File: config.mk
export PLATFORM = sky130hd
export DESIGN_NAME = ham_frame_acc_flat
export DESIGN_NICKNAME = d
export VERILOG_FILES = /design/src/rtl/ham_frame_acc_pkg.sv /design/src/rtl/ham_frame_acc_if.sv /design/src/rtl/ham_frame_acc_sat_add.sv /design/src/rtl/ham_frame_acc.sv /design/src/flat_wrapper.sv
export SDC_FILE = /design/constraint.sdc
export NUM_CORES = 1
export LEC_CHECK = 0
export ABC_AREA = 1
export BUFFER_PORTS_ARGS = -buffer_cell sky130_fd_sc_hd__buf_4
export CORE_UTILIZATION = 47
export CTS_CLUSTER_SIZE = 25
export DETAILED_ROUTE_END_ITERATION = 12
export PLACE_DENSITY = 0.81
export RECOVER_POWER = 100
export REMOVE_ABC_BUFFERS = 1
export SYNTH_ARGS = -nofsm -noshare
export SYNTH_HDL_FRONTEND = slang
export SYNTH_HIERARCHICAL = 1
export SYNTH_SLANG_ARGS = --single-unit
File: constraint.sdc
create_clock -name clk -period 3 [get_ports clk]
set_input_delay 0.15 -clock clk [delete_from_list [all_inputs] [get_ports clk]]
set_output_delay 0.15 -clock clk [all_outputs]
set_load 0.05 [all_outputs]
File: src/rtl/ham_frame_acc_pkg.sv
// Shared types and constants for the frame weight accumulator.
package ham_frame_acc_pkg;

   typedef enum logic [1:0] {IDLE, ACC, OUT} state_e;

   localparam int MAX_WEIGHT = 32;
   localparam int WEIGHT_W   = 6;

endpackage

File: src/rtl/ham_frame_acc_if.sv
// Weight-in / frame-result-out stream bundle between popcount stage and report logic.
interface ham_frame_acc_if
   import ham_frame_acc_pkg::*;
#(
   parameter int IN_W  = 32,
   parameter int ACC_W = 16,
   parameter int CNT_W = 8
);
   logic                in_valid;
   logic                in_ready;
   logic [IN_W-1:0]     in_cnt;
   logic                in_last;
   logic                out_valid;
   logic                out_ready;
   logic [ACC_W-1:0]    out_sum;
   logic [CNT_W-1:0]    out_words;
   logic [WEIGHT_W-1:0] out_max;
   logic                out_sat;
   logic                out_err;

   modport master (
      output in_valid, in_cnt, in_last, out_ready,
      input  in_ready, out_valid, out_sum, out_words, out_max, out_sat, out_err
   );

   modport slave (
      input  in_valid, in_cnt, in_last, out_ready,
      output in_ready, out_valid, out_sum, out_words, out_max, out_sat, out_err
   );
endinterface

File: src/rtl/ham_frame_acc_sat_add.sv
// Unsigned saturating adder; sat flags that the true sum did not fit in W bits.
module sat_add #(
   parameter int W = 8
) (
   input  logic [W-1:0] a,
   input  logic [W-1:0] b,
   output logic [W-1:0] sum,
   output logic         sat
);
   logic [W:0] full;

   always_comb begin
      full = {1'b0, a} + {1'b0, b};
      sat  = full[W];
      sum  = full[W] ? {W{1'b1}} : full[W-1:0];
   end
endmodule

File: src/rtl/ham_frame_acc.sv
// Per-frame accumulator of Hamming weights: total, word count and maximum,
// held on a valid/ready result port until accepted.
module ham_frame_acc
   import ham_frame_acc_pkg::*;
#(
   parameter int IN_W  = 32,
   parameter int ACC_W = 16,
   parameter int CNT_W = 8
) (
   input  logic           clk,
   input  logic           rst,
   ham_frame_acc_if.slave bus
);
   state_e              state_q, state_d;
   logic [ACC_W-1:0]    sum_q, sum_d, sum_base, sum_add;
   logic [CNT_W-1:0]    words_q, words_d, words_base, words_add;
   logic [WEIGHT_W-1:0] max_q, max_d, w;
   logic                sat_q, sat_d, err_q, err_d;
   logic                illegal, beat, first, sum_sat, words_sat;

   // Upper in_cnt bits only feed the range check; an illegal beat weighs 0.
   assign illegal = bus.in_cnt > IN_W'(MAX_WEIGHT);
   assign w       = illegal ? '0 : bus.in_cnt[WEIGHT_W-1:0];
   assign beat    = bus.in_valid && (state_q != OUT);
   assign first   = (state_q == IDLE);

   assign sum_base   = first ? '0 : sum_q;
   assign words_base = first ? '0 : words_q;

   sat_add #(.W(ACC_W)) u_sum (
      .a(sum_base), .b(ACC_W'(w)), .sum(sum_add), .sat(sum_sat)
   );

   sat_add #(.W(CNT_W)) u_words (
      .a(words_base), .b(CNT_W'(1)), .sum(words_add), .sat(words_sat)
   );

   always_comb begin
      state_d = state_q;
      sum_d   = sum_q;
      words_d = words_q;
      max_d   = max_q;
      sat_d   = sat_q;
      err_d   = err_q;
      case (state_q)
         IDLE, ACC: begin
            if (beat) begin
               sum_d   = sum_add;
               words_d = words_add;
               max_d   = (first || (w > max_q)) ? w : max_q;
               sat_d   = (sat_q && !first) || sum_sat || words_sat;
               err_d   = (err_q && !first) || illegal;
               state_d = bus.in_last ? OUT : ACC;
            end
         end
         OUT: begin
            if (bus.out_ready) begin
               state_d = IDLE;
               sum_d   = '0;
               words_d = '0;
               max_d   = '0;
               sat_d   = 1'b0;
               err_d   = 1'b0;
            end
         end
         default: state_d = IDLE;
      endcase
   end

   always_ff @(posedge clk or posedge rst) begin
      if (rst) begin
         state_q <= IDLE;
         sum_q   <= '0;
         words_q <= '0;
         max_q   <= '0;
         sat_q   <= 1'b0;
         err_q   <= 1'b0;
      end else begin
         state_q <= state_d;
         sum_q   <= sum_d;
         words_q <= words_d;
         max_q   <= max_d;
         sat_q   <= sat_d;
         err_q   <= err_d;
      end
   end

   // Result fields are masked so a partially built frame never leaks out.
   assign bus.in_ready  = (state_q != OUT);
   assign bus.out_valid = (state_q == OUT);
   assign bus.out_sum   = bus.out_valid ? sum_q   : '0;
   assign bus.out_words = bus.out_valid ? words_q : '0;
   assign bus.out_max   = bus.out_valid ? max_q   : '0;
   assign bus.out_sat   = bus.out_valid && sat_q;
   assign bus.out_err   = bus.out_valid && err_q;
endmodule

File: src/flat_wrapper.sv
// flat-port wrapper written by rule: the top's interface ports become plain ports
module ham_frame_acc_flat import ham_frame_acc_pkg::*;
#(
   parameter int IN_W  = 32,
   parameter int ACC_W = 16,
   parameter int CNT_W = 8
)
  (clk, rst, bus_in_valid, bus_in_cnt, bus_in_last, bus_out_ready, bus_in_ready, bus_out_valid, bus_out_sum, bus_out_words, bus_out_max, bus_out_sat, bus_out_err);
  ham_frame_acc_if #(.IN_W(IN_W), .ACC_W(ACC_W), .CNT_W(CNT_W)) bus_i ();
  input  logic clk;
  input  logic rst;
  input wire logic [$bits(bus_i.in_valid)-1:0] bus_in_valid;
  input wire logic [$bits(bus_i.in_cnt)-1:0] bus_in_cnt;
  input wire logic [$bits(bus_i.in_last)-1:0] bus_in_last;
  input wire logic [$bits(bus_i.out_ready)-1:0] bus_out_ready;
  output wire logic [$bits(bus_i.in_ready)-1:0] bus_in_ready;
  output wire logic [$bits(bus_i.out_valid)-1:0] bus_out_valid;
  output wire logic [$bits(bus_i.out_sum)-1:0] bus_out_sum;
  output wire logic [$bits(bus_i.out_words)-1:0] bus_out_words;
  output wire logic [$bits(bus_i.out_max)-1:0] bus_out_max;
  output wire logic [$bits(bus_i.out_sat)-1:0] bus_out_sat;
  output wire logic [$bits(bus_i.out_err)-1:0] bus_out_err;
  assign bus_i.in_valid = bus_in_valid;
  assign bus_i.in_cnt = bus_in_cnt;
  assign bus_i.in_last = bus_in_last;
  assign bus_i.out_ready = bus_out_ready;
  assign bus_in_ready = bus_i.in_ready;
  assign bus_out_valid = bus_i.out_valid;
  assign bus_out_sum = bus_i.out_sum;
  assign bus_out_words = bus_i.out_words;
  assign bus_out_max = bus_i.out_max;
  assign bus_out_sat = bus_i.out_sat;
  assign bus_out_err = bus_i.out_err;
  ham_frame_acc #(.IN_W(IN_W), .ACC_W(ACC_W), .CNT_W(CNT_W)) u_core (.clk(clk), .rst(rst), .bus(bus_i));
endmodule
Word-level counts from Yosys, hierarchy flattened
Cells that the tools add are included.
{"block": "op_classes", "mux": 27, "n_lt_le_gt_ge": 2, "n_addsub": 2, "reduce_logical": 16, "n_eq_ne": 6}
{"op": "two-way mux 16 bit", "n": 5}
{"op": "two-way mux 8 bit", "n": 5}
{"op": "greater-than comparator 32 x 6 -> 1 bit (second input constant)", "n": 1}
{"op": "case mux 16 bit (2 select lines)", "n": 1}
{"op": "two-way mux 6 bit", "n": 5}
{"op": "adder 16 x 6 -> 17 bit", "n": 1}
{"op": "case mux 8 bit (2 select lines)", "n": 1}
{"op": "case mux 6 bit (2 select lines)", "n": 1}
{"op": "adder 8 x 1 -> 9 bit (second input constant)", "n": 1}
{"op": "greater-than comparator 6 bit", "n": 1}
{"op": "two-way mux 2 bit", "n": 3}
{"op": "logical AND 1 bit", "n": 5}
{"op": "logical OR 1 bit", "n": 4}
{"op": "inequality test 2 x 1 -> 1 bit (second input constant)", "n": 2}
{"op": "inequality test 2 bit (second input constant)", "n": 2}
{"op": "case mux 1 bit (2 select lines)", "n": 2}
{"op": "case mux 2 bit (2 select lines)", "n": 1}
{"op": "AND reduction 4 bit", "n": 1}
{"op": "two-way mux 1 bit", "n": 3}
{"op": "AND reduction 3 bit", "n": 1}
{"op": "equality test 2 x 1 -> 1 bit (second input constant)", "n": 1}
{"op": "equality test 2 bit (second input constant)", "n": 1}
{"op": "zero test 2 bit", "n": 1}
{"op": "AND reduction 2 bit", "n": 1}
{"op": "other kinds (3)", "n": 3}
{"block": "word_totals", "register_bits": 34, "input_bits": 37, "out_inout_bits": 34}

Longest topological paths before layout
Gate-level depths: netlist of the first run.
{"block": "depth", "word_depth": 7, "mapped_depth": 20, "depth_no_buf": 20}

Hierarchy
Netlist of the first run, hierarchy kept.
{"mod": "ham_frame_acc", "area_per_inst_um2": 1969.4, "instances": 1, "seq_area_each_um2": 850.8, "cells_each": 291}
{"mod": "sat_add (u_core.u_sum)", "area_per_inst_um2": 1126.1, "instances": 1, "seq_area_each_um2": 0.0, "cells_each": 221}
{"mod": "sat_add (u_core.u_words)", "area_per_inst_um2": 420.4, "instances": 1, "seq_area_each_um2": 0.0, "cells_each": 77}

Worst setup path after synthesis of the first run
Ideal clock, no wire load.
{"block": "synth_path", "kind": "flip-flop to flip-flop", "start": "register u_core.state_q[1]", "end": "register u_core.sat_q", "period_less_slack_ns": 2.439, "arrival_ns": 2.310, "setup_time_ns": 0.129, "t_required_ns": 2.871, "stages_incl_launch_ff": 14, "slack_ns": 0.561, "cell_sequence": "dfrtp_1 nor2_1 nor2_1 ha_1 fa_1 nand2_1 a21oi_2 nand2_1 nand2_1 a21oi_4 buf_6 inv_1 o21ai_0 o21ai_0"}
{"block": "synth_between", "elab_chain_cells": 7, "elab_cells_between_ends": 20}
{"item": "start: declaration", "line": "ham_frame_acc.sv:14", "rtl": "state_e state_q, state_d;"}
{"item": "start signal: assignment", "line": "ham_frame_acc.sv:79", "rtl": "state_q <= state_d;"}
{"item": "zero test 2 bit", "line": "ham_frame_acc.sv:25", "rtl": "assign first = (state_q == IDLE);"}
{"item": "two-way mux 16 bit", "line": "ham_frame_acc.sv:27", "rtl": "assign sum_base = first ? '0 : sum_q;"}
{"item": "named net u_core.sum_base[0]", "line": "ham_frame_acc.sv:15", "rtl": "logic [ACC_W-1:0] sum_q, sum_d, sum_base, sum_add;"}
{"item": "adder 16 x 6 -> 17 bit", "line": "ham_frame_acc_sat_add.sv:13", "rtl": "full = {1'b0, a} + {1'b0, b};"}
{"item": "named net u_core.sum_sat", "line": "ham_frame_acc.sv:19", "rtl": "logic illegal, beat, first, sum_sat, words_sat;"}
{"item": "logical OR 1 bit (2 in series)", "line": "ham_frame_acc.sv:51", "rtl": "sat_d = (sat_q && !first) || sum_sat || words_sat;"}
{"item": "two-way mux 1 bit", "line": "ham_frame_acc.sv:47", "rtl": "if (beat) begin"}
{"item": "case mux 1 bit (2 select lines)", "line": "ham_frame_acc.sv:45", "rtl": "case (state_q)"}
{"item": "end signal: assignment", "line": "ham_frame_acc.sv:83", "rtl": "sat_q <= sat_d;"}
{"item": "end: declaration", "line": "ham_frame_acc.sv:18", "rtl": "logic sat_q, sat_d, err_q, err_d;"}
The timed path passes the listed nets, and every way through them passes these cells. The select of a mux whose other input is x is not followed.
A chain may end at the register's enable or synchronous reset.

Final worst setup path of the first run
{"block": "layout_path", "start": "register u_core.state_q[1]", "end": "register u_core.sum_q[2]"}
{"block": "layout_between", "elab_chain_cells": 6, "elab_cells_between_ends": 15}
{"item": "zero test 2 bit", "line": "ham_frame_acc.sv:25"}
{"item": "two-way mux 16 bit", "line": "ham_frame_acc.sv:27"}
{"item": "named net u_core.sum_base[0]", "line": "ham_frame_acc.sv:15"}
{"item": "adder 16 x 6 -> 17 bit", "line": "ham_frame_acc_sat_add.sv:13"}
{"item": "two-way mux 16 bit", "line": "ham_frame_acc_sat_add.sv:15", "rtl": "sum = full[W] ? {W{1'b1}} : full[W-1:0];"}
{"item": "named net u_core.sum_add[2]", "line": "ham_frame_acc.sv:15"}
{"item": "two-way mux 16 bit", "line": "ham_frame_acc.sv:47"}
{"item": "case mux 16 bit (2 select lines)", "line": "ham_frame_acc.sv:45"}
{"item": "end signal: assignment", "line": "ham_frame_acc.sv:80", "rtl": "sum_q <= sum_d;"}
{"item": "end: declaration", "line": "ham_frame_acc.sv:15"}
The timed path passes the listed nets, and every way through them passes these cells. The select of a mux whose other input is x is not followed.

==> results.json, run 1 <==
{
  "status": "finished with violations",
  "violations": "max-capacitance violations, max-slew violations",
  "p_int_mw": 1.380,
  "die-area_um2": 7830,
  "critPathCaptureType": "register",
  "finClkSkew_ns": 0.009288,
  "clkPwrFrac_pct": 16.8,
  "max_stage_delay_ns": 0.44,
  "p_seq_share_pct": 25.0,
  "cts_buffers": 5,
  "slowest_stage": "dfrtp_1",
  "worstSkewPairLatency_ns": 0.30,
  "synth_top_family_by_area": "simple AND/OR/NAND/NOR gates",
  "antenna_cells": 0,
  "reg2reg_to": "u_core/sum_q[2]$_DFFE_PP0P_",
  "final_nets": 750,
  "synth_top_flop_cell": "dfrtp_1",
  "cp_common_cell": "nand2_1",
  "synth_fa_ha_area_share_pct": 11.81,
  "antenna_found_initial": 0,
  "drtPass1Iterations": 4,
  "rsz0062_at_grt": "false",
  "switchingPower_mw": 1.265,
  "clock_path_buffers": 2,
  "synthDistinctLibCells": 33,
  "synthToLayoutAreaGrowth_pct": 20.04,
  "grt_pass1_vias": 3308,
  "hold_path_end": "u_core/state_q[0]$_DFFE_PP0P_",
  "synth_cells": 589,
  "grt.overflow.total": 0,
  "io_buffers": 70,
  "vias": 3668,
  "final_max_slew_viol_count": 35,
  "worstPathArrival_ns": 2.88,
  "gp_congestion": 0.8708,
  "fin_util_pct": 58.19,
  "root_buffer": "clkbuf_8",
  "r2r-start": "u_core/state_q[1]$_DFFE_PP0P_",
  "drt-total-wl_um": 8389,
  "worst_pin_slew_ns": 1.909,
  "drive_gt1_share_pct": 11.73,
  "yosys_register_bits": 34,
  "drv_cap": 1,
  "synth_xor_area_share_pct": 1.246,
  "ys_seq_area_share_pct": 24.20,
  "synth_edf_count": 0,
  "die_x_um": 88.49,
  "grt_use_total_pct": 22.79,
  "rows": 31,
  "routedWlPerCell_um": 10.74,
  "clk_pin_slew_ns": 0.08,
  "io_pins": 71,
  "cts_max_level": 2,
  "critPathLaunchType": "register",
  "leakage_nw": 2.514,
  "finalWorstSetupSlack_ns": 0.2813,
  "min_path_type": "input port to register",
  "ir_worst_vdd_mv": 0.3068,
  "muxShareOfSynthArea_pct": 0,
  "grt_start_max_net_pins": 35,
  "min_period_over_period_pct": 90.62,
  "n_fill_cell": 724,
  "start_util_pct": 48.47,
  "crit_family": "simple AND/OR/NAND/NOR gates",
  "synth_compound_area_share_pct": 7.829,
  "yosys_warnings": 6,
  "post-route-min-period_ns": 2.719,
  "cts_num_sinks": 34,
  "drcViolationCount": 0,
  "setup_violations": 0,
  "hold_depth": 2,
  "power_density_nw_per_um2": 626.8,
  "synth_simple_gate_area_share_pct": 39.54,
  "power_frac_comb_pct": 58.2,
  "async_reset_ff_share_pct": 100.0,
  "required_ns": 3.16,
  "viasPerCell": 4.697,
  "worstHoldStart": "bus_in_last",
  "rr_worst_depth": 13,
  "crit_path_cell_trace": "nor2_2, nor2_1, ha_1, fa_1, nand2_1, a21oi_1, nand2_1, nand2_1, a21oi_1, buf_4, o21ai_0, nand2_1, o21ai_0",
  "synth.avg_cell_area_um2": 5.969,
  "fp.coreArea_um2": 7253,
  "reg2reg_slack_ns": 0.28,
  "die_h_um": 88.49,
  "synth_area_um2": 3516,
  "tritoncts": "done",
  "ant_nets": 0,
  "crit_buf_inv": 1,
  "place_ws_ns": 0.1536,
  "hpwl_um": 6427,
  "timing_hold_violations_final": 0,
  "grt_pass1_wl_um": 13960,
  "drtIter0Drc": 175,
  "relSlewSlack_pct": -27.26,
  "path_max_fanout": 8,
  "fmax_mhz": 367.8,
  "critPathKind": "register to register",
  "swShare_pct": 47.82
}
==> Yosys cell counts (all sizes together) (2+ instances only) <==
cell type	instances	area [µm²]
a21oi	12	75.08
buf	7	52.54
clkbuf	5	18.77
conb	2	7.510
dfrtp	34	850.8
fa	2	40.04
ha	30	375.4
inv	123	461.7
nand2	174	675.7
nand3	33	175.2
nand3b	4	30.03
nand4	8	50.05
nor2	104	407.9
nor3	3	26.28
o21ai	36	180.2
o22ai	2	12.51
or2	3	18.77
xor2	5	43.79
==> cells in the final DEF (no fill, tap or decap), types with 5 or more instances in the layout <==
| cell | netlist | final |
|---|---|---|
| nand4_1 | 8 | 8 |
| inv_1 | 122 | 122 |
| dfrtp_1 | 34 | 34 |
| ha_1 | 30 | 30 |
| nor2_1 | 99 | 101 |
| nand3_1 | 31 | 31 |
| xor2_1 | 5 | 5 |
| clkbuf_1 | 5 | 21 |
| nand2_1 | 167 | 169 |
| buf_4 | 2 | 40 |
| clkbuf_8 | 0 | 5 |
| o21ai_0 | 28 | 32 |
| clkbuf_2 | 0 | 15 |
| a21oi_1 | 10 | 12 |
| conb_1 | 2 | 19 |
==> kinds of logic (layout without fill, tap and decap cells) <==
group	count (synthesis)	after routing
simple gates	330	330
xor+xnor	5	5
flops	34	34
buf+inv	135	211
fa+ha+maj	32	32
compound gates	51	51
other cells	2	19
==> how the worst max path moves through the flow <==
stage	from	endpoint	depth (start not counted)
3_5_place_dp	bus_in_cnt[28]	u_core/sum_q[2]$_DFFE_PP0P_	19
6_report	u_core/state_q[1]$_DFFE_PP0P_	u_core/sum_q[2]$_DFFE_PP0P_	13
4_1_cts	u_core/state_q[1]$_DFFE_PP0P_	u_core/sum_q[2]$_DFFE_PP0P_	12
3_3_place_gp	u_core/state_q[1]$_DFFE_PP0P_	u_core/sat_q$_DFFE_PP0P_	12
2_1_floorplan	u_core/state_q[1]$_DFFE_PP0P_	u_core/sum_q[2]$_DFFE_PP0P_	12
5_1_grt	bus_in_cnt[28]	u_core/sum_q[10]$_DFFE_PP0P_	18
==> repair_timing <==
action	4_1_cts	5_1_grt
resized for setup	0	1
endpoints found under the setup margin	0	17
endpoints found under the hold margin	34	0
setup buffers	0	2
hold buffers	1	0
==> routing by layer <==
| layer | part of all wire [%] | vias up | track usage [%] |
|---|---|---|---|
| li1 | - | 1950 | - |
| met1 | 46 | 1626 | 27.50 |
| met2 | 48 | 83 | 42.03 |
| met3 | 4.8 | 9 | 3.078 |
| met4 | 1.2 | 0 | 6.598 |
| met5 | 0 | - | 0 |
==> through the flow <==
stage / instances / TNS [ns] / cell area (µm²) / total power [mW] / hold WS, ns
after global routing: 781 / 0 / 4220 / 2.907 / 0.05346
after CTS: 779 / 0 / 4334 / 2.653 / 0.05829
after global placement: 770 / 0 / 4210 / 2.158 / 0.2875
after detailed placement: 770 / 0 / 4210 / 2.202 / 0.2968
after floorplan: 594 / -0.2280 / 3508 / 1.851 / 0.2595
final: 781 / 0 / 4220 / 2.645 / 0.06364
==> power groups by stage <==
stage | Clock [mW] | Sequential (mW) | Combinational [mW]
after floorplan | 0 | 0.659 | 1.19
after global placement | 0 | 0.666 | 1.49
after detailed placement | 0 | 0.671 | 1.53
after CTS | 0.454 | 0.662 | 1.54
after global routing | 0.476 | 0.680 | 1.75
final | 0.445 | 0.662 | 1.54
==> layout make-up <==
type	instances	area [µm²]	area share [%]
multi-input combinational	437	2171	51.44
tap	99	123.9	2.935
sequential	34	850.8	20.16
clock buffer	5	68.82	1.631
inverter	123	461.7	10.94
timing repair buffer	80	499.2	11.83
clock inverter	3	45.04	1.067
==> sequential cells by signal (all words and copies together) (netlist names) <==
name and count:
u_core/err_q 1, u_core/words_q 8, u_core/sat_q 1, u_core/state_q 2, u_core/max_q 6, u_core/sum_q 16
==> worst reg2reg max path: stages (launching register included) <==
cell     delay [ns]
dfrtp_1        0.44
nor2_2         0.24
nor2_1         0.07
ha_1           0.23
fa_1           0.39
nand2_1        0.13
a21oi_1        0.14
nand2_1        0.11
nand2_1        0.07
a21oi_1        0.30
buf_4          0.22
o21ai_0        0.09
nand2_1        0.07
o21ai_0        0.09
No activity file was read; power rests on OpenSTA's default activity.
==> run 2, diff against run 1 <==
Settings changed: MAX_ROUTING_LAYER from default to met4.
==> results.json, run 2 (synthesized netlist as in run 1, its figures left out) <==
{
  "synthToLayoutAreaGrowth_pct": 19.93,
  "crit_path_cell_trace": "nor2_1, nor2_1, ha_1, fa_1, nand2_1, a21oi_2, nand2_1, nand2_1, a21oi_1, buf_12, o21ai_0, nand2_1, o21ai_0",
  "grt_start_max_net_pins": 35,
  "regMostFlops": "u_core/sum_q",
  "reg2reg_slack_ns": 0.26,
  "io_buffers": 70,
  "min_path_type": "input port to register",
  "drv_cap": 1,
  "path_max_fanout": 17,
  "die_x_um": 88.49,
  "largestRegisters": "u_core/sum_q: 16 flops, u_core/words_q: 8 flops, u_core/max_q: 6 flops",
  "n_fill_cell": 732,
  "place_ws_ns": 0.1100,
  "cts_buffers": 5,
  "grt_pass1_vias": 3507,
  "swShare_pct": 48.12,
  "crit_family": "simple AND/OR/NAND/NOR gates",
  "routedWlPerCell_um": 11.19,
  "antenna_found_initial": 0,
  "p_seq_share_pct": 24.9,
  "fin_util_pct": 58.13,
  "drive_gt1_share_pct": 11.75,
  "viasPerCell": 4.767,
  "max_stage_delay_ns": 0.44,
  "grt_use_total_pct": 24.52,
  "drt-total-wl_um": 8731,
  "min_period_over_period_pct": 91.32,
  "reg2reg_to": "u_core/sum_q[2]$_DFFE_PP0P_",
  "worstPathArrival_ns": 2.90,
  "critPathLaunchType": "register",
  "relSlewSlack_pct": -28.14,
  "slowest_stage": "dfrtp_1",
  "required_ns": 3.16,
  "io_pins": 71,
  "cp_common_cell": "nand2_1",
  "final_cell_mix": "nand2_1, inv_1, nor2_1",
  "tritoncts": "done",
  "rsz0062_at_grt": "false",
  "ir_worst_vdd_mv": 0.3368,
  "ant_nets": 0,
  "hpwl_um": 6709,
  "vias": 3718,
  "root_buffer": "clkbuf_8",
  "start_util_pct": 48.47,
  "final_nets": 749,
  "clock_path_buffers": 2,
  "grt.overflow.total": 0,
  "violations": "max-capacitance violations, max-slew violations",
  "clkPwrFrac_pct": 16.6,
  "cts_num_sinks": 34,
  "crit_cells": 13,
  "post-route-min-period_ns": 2.739,
  "die_h_um": 88.49,
  "critPathKind": "register to register",
  "drtPass1Iterations": 4,
  "critPathLaunch": "u_core/state_q[1]$_DFFE_PP0P_",
  "switchingPower_mw": 1.272,
  "p_int_mw": 1.372,
  "worst_pin_slew_ns": 1.922,
  "worstSkewPairLatency_ns": 0.30,
  "fp.coreArea_um2": 7253,
  "multi_input_area_um2": 2175,
  "clk_pin_slew_ns": 0.08,
  "status": "finished with violations",
  "critPathCaptureType": "register",
  "crit_buf_inv": 1,
  "final_max_slew_viol_count": 35,
  "final_common_cell": "nand2_1",
  "fmax_mhz": 365.0,
  "cts_resized": 0,
  "endpoint": "u_core/sum_q[2]$_DFFE_PP0P_",
  "largest_register_ffs": 16,
  "setup-tns-final_ns": 0,
  "finClkSkew_ns": 0.009894,
  "antenna_cells": 0,
  "gp_congestion": 0.8855,
  "die-area_um2": 7830,
  "rr_worst_depth": 13,
  "timing_hold_violations_final": 0,
  "final-seq-area_um2": 850.8,
  "r2r-start": "u_core/state_q[1]$_DFFE_PP0P_",
  "power_frac_comb_pct": 58.5,
  "grt_pass1_wl_um": 14750,
  "rows": 31,
  "drcViolationCount": 0,
  "leakage_nw": 2.510,
  "finalWorstSetupSlack_ns": 0.2605,
  "cts_max_level": 2,
  "drtIter0Drc": 157,
  "power_density_nw_per_um2": 627.2,
  "setup_violations": 0
}
## run 2: cell types whose count changed in the layout (fill, tap and decap cells not counted), sizes merged
| cell | previous run | this run |
|---|---|---|
| buf | 41 | 40 |
## run 2: cell type report
class	instances	share of cell area [%]
clock buffers	5	1.632
clock inverters	3	1.068
inverters	123	10.95
repair buffers	79	11.66
multi-input cells	437	51.57
flip-flops and latches	34	20.18
well taps	99	2.938
## run 2: how the worst min path moves through the flow
stage / startpoint / endpoint / slack (ns) / cells past startpoint
4_1_cts: bus_in_last / u_core/state_q[0]$_DFFE_PP0P_ / 0.04 / 2
2_1_floorplan: bus_in_last / u_core/state_q[0]$_DFFE_PP0P_ / 0.26 / 1
6_report: bus_in_last / u_core/state_q[0]$_DFFE_PP0P_ / 0.05 / 2
3_3_place_gp: rst / u_core/words_q[6]$_DFFE_PP0P_ / 0.29 / 3
3_5_place_dp: rst / u_core/words_q[3]$_DFFE_PP0P_ / 0.29 / 3
5_1_grt: bus_in_last / u_core/state_q[0]$_DFFE_PP0P_ / 0.06 / 2
## run 2: metrics by stage
stage	hold WS (ns)	area (µm²)	instances	power, mW
3_5_place_dp	0.2920	4210	770	2.205
2_1_floorplan	0.2595	3508	594	1.851
4_1_cts	0.03937	4334	779	2.658
3_3_place_gp	0.2878	4210	770	2.165
5_1_grt	0.05790	4217	780	2.896
6_report	0.04977	4217	780	2.644
## run 2: what timing repair did
item | CTS | global route
setup buffers | 0 | 1
hold endpoints to repair | 34 | 0
hold buffers | 1 | 0
endpoints found under the setup margin | 0 | 17
## run 2: metal layers
metal / vias up / GRT usage, % / routed length (µm)
met5: - / - / 0
met4: 0 / 7.038 / 101
met3: 10 / 3.078 / 395
met2: 96 / 44.48 / 4388
met1: 1672 / 28.18 / 3847
li1: 1940 / - / -
## run 2: power by group through the flow
stage / sequential, mW / clock, mW / combinational, mW
floorplan: 0.659 / 0 / 1.19
global placement: 0.666 / 0 / 1.50
detailed placement: 0.671 / 0 / 1.53
CTS: 0.660 / 0.455 / 1.54
global route: 0.674 / 0.469 / 1.75
finish: 0.659 / 0.439 / 1.55
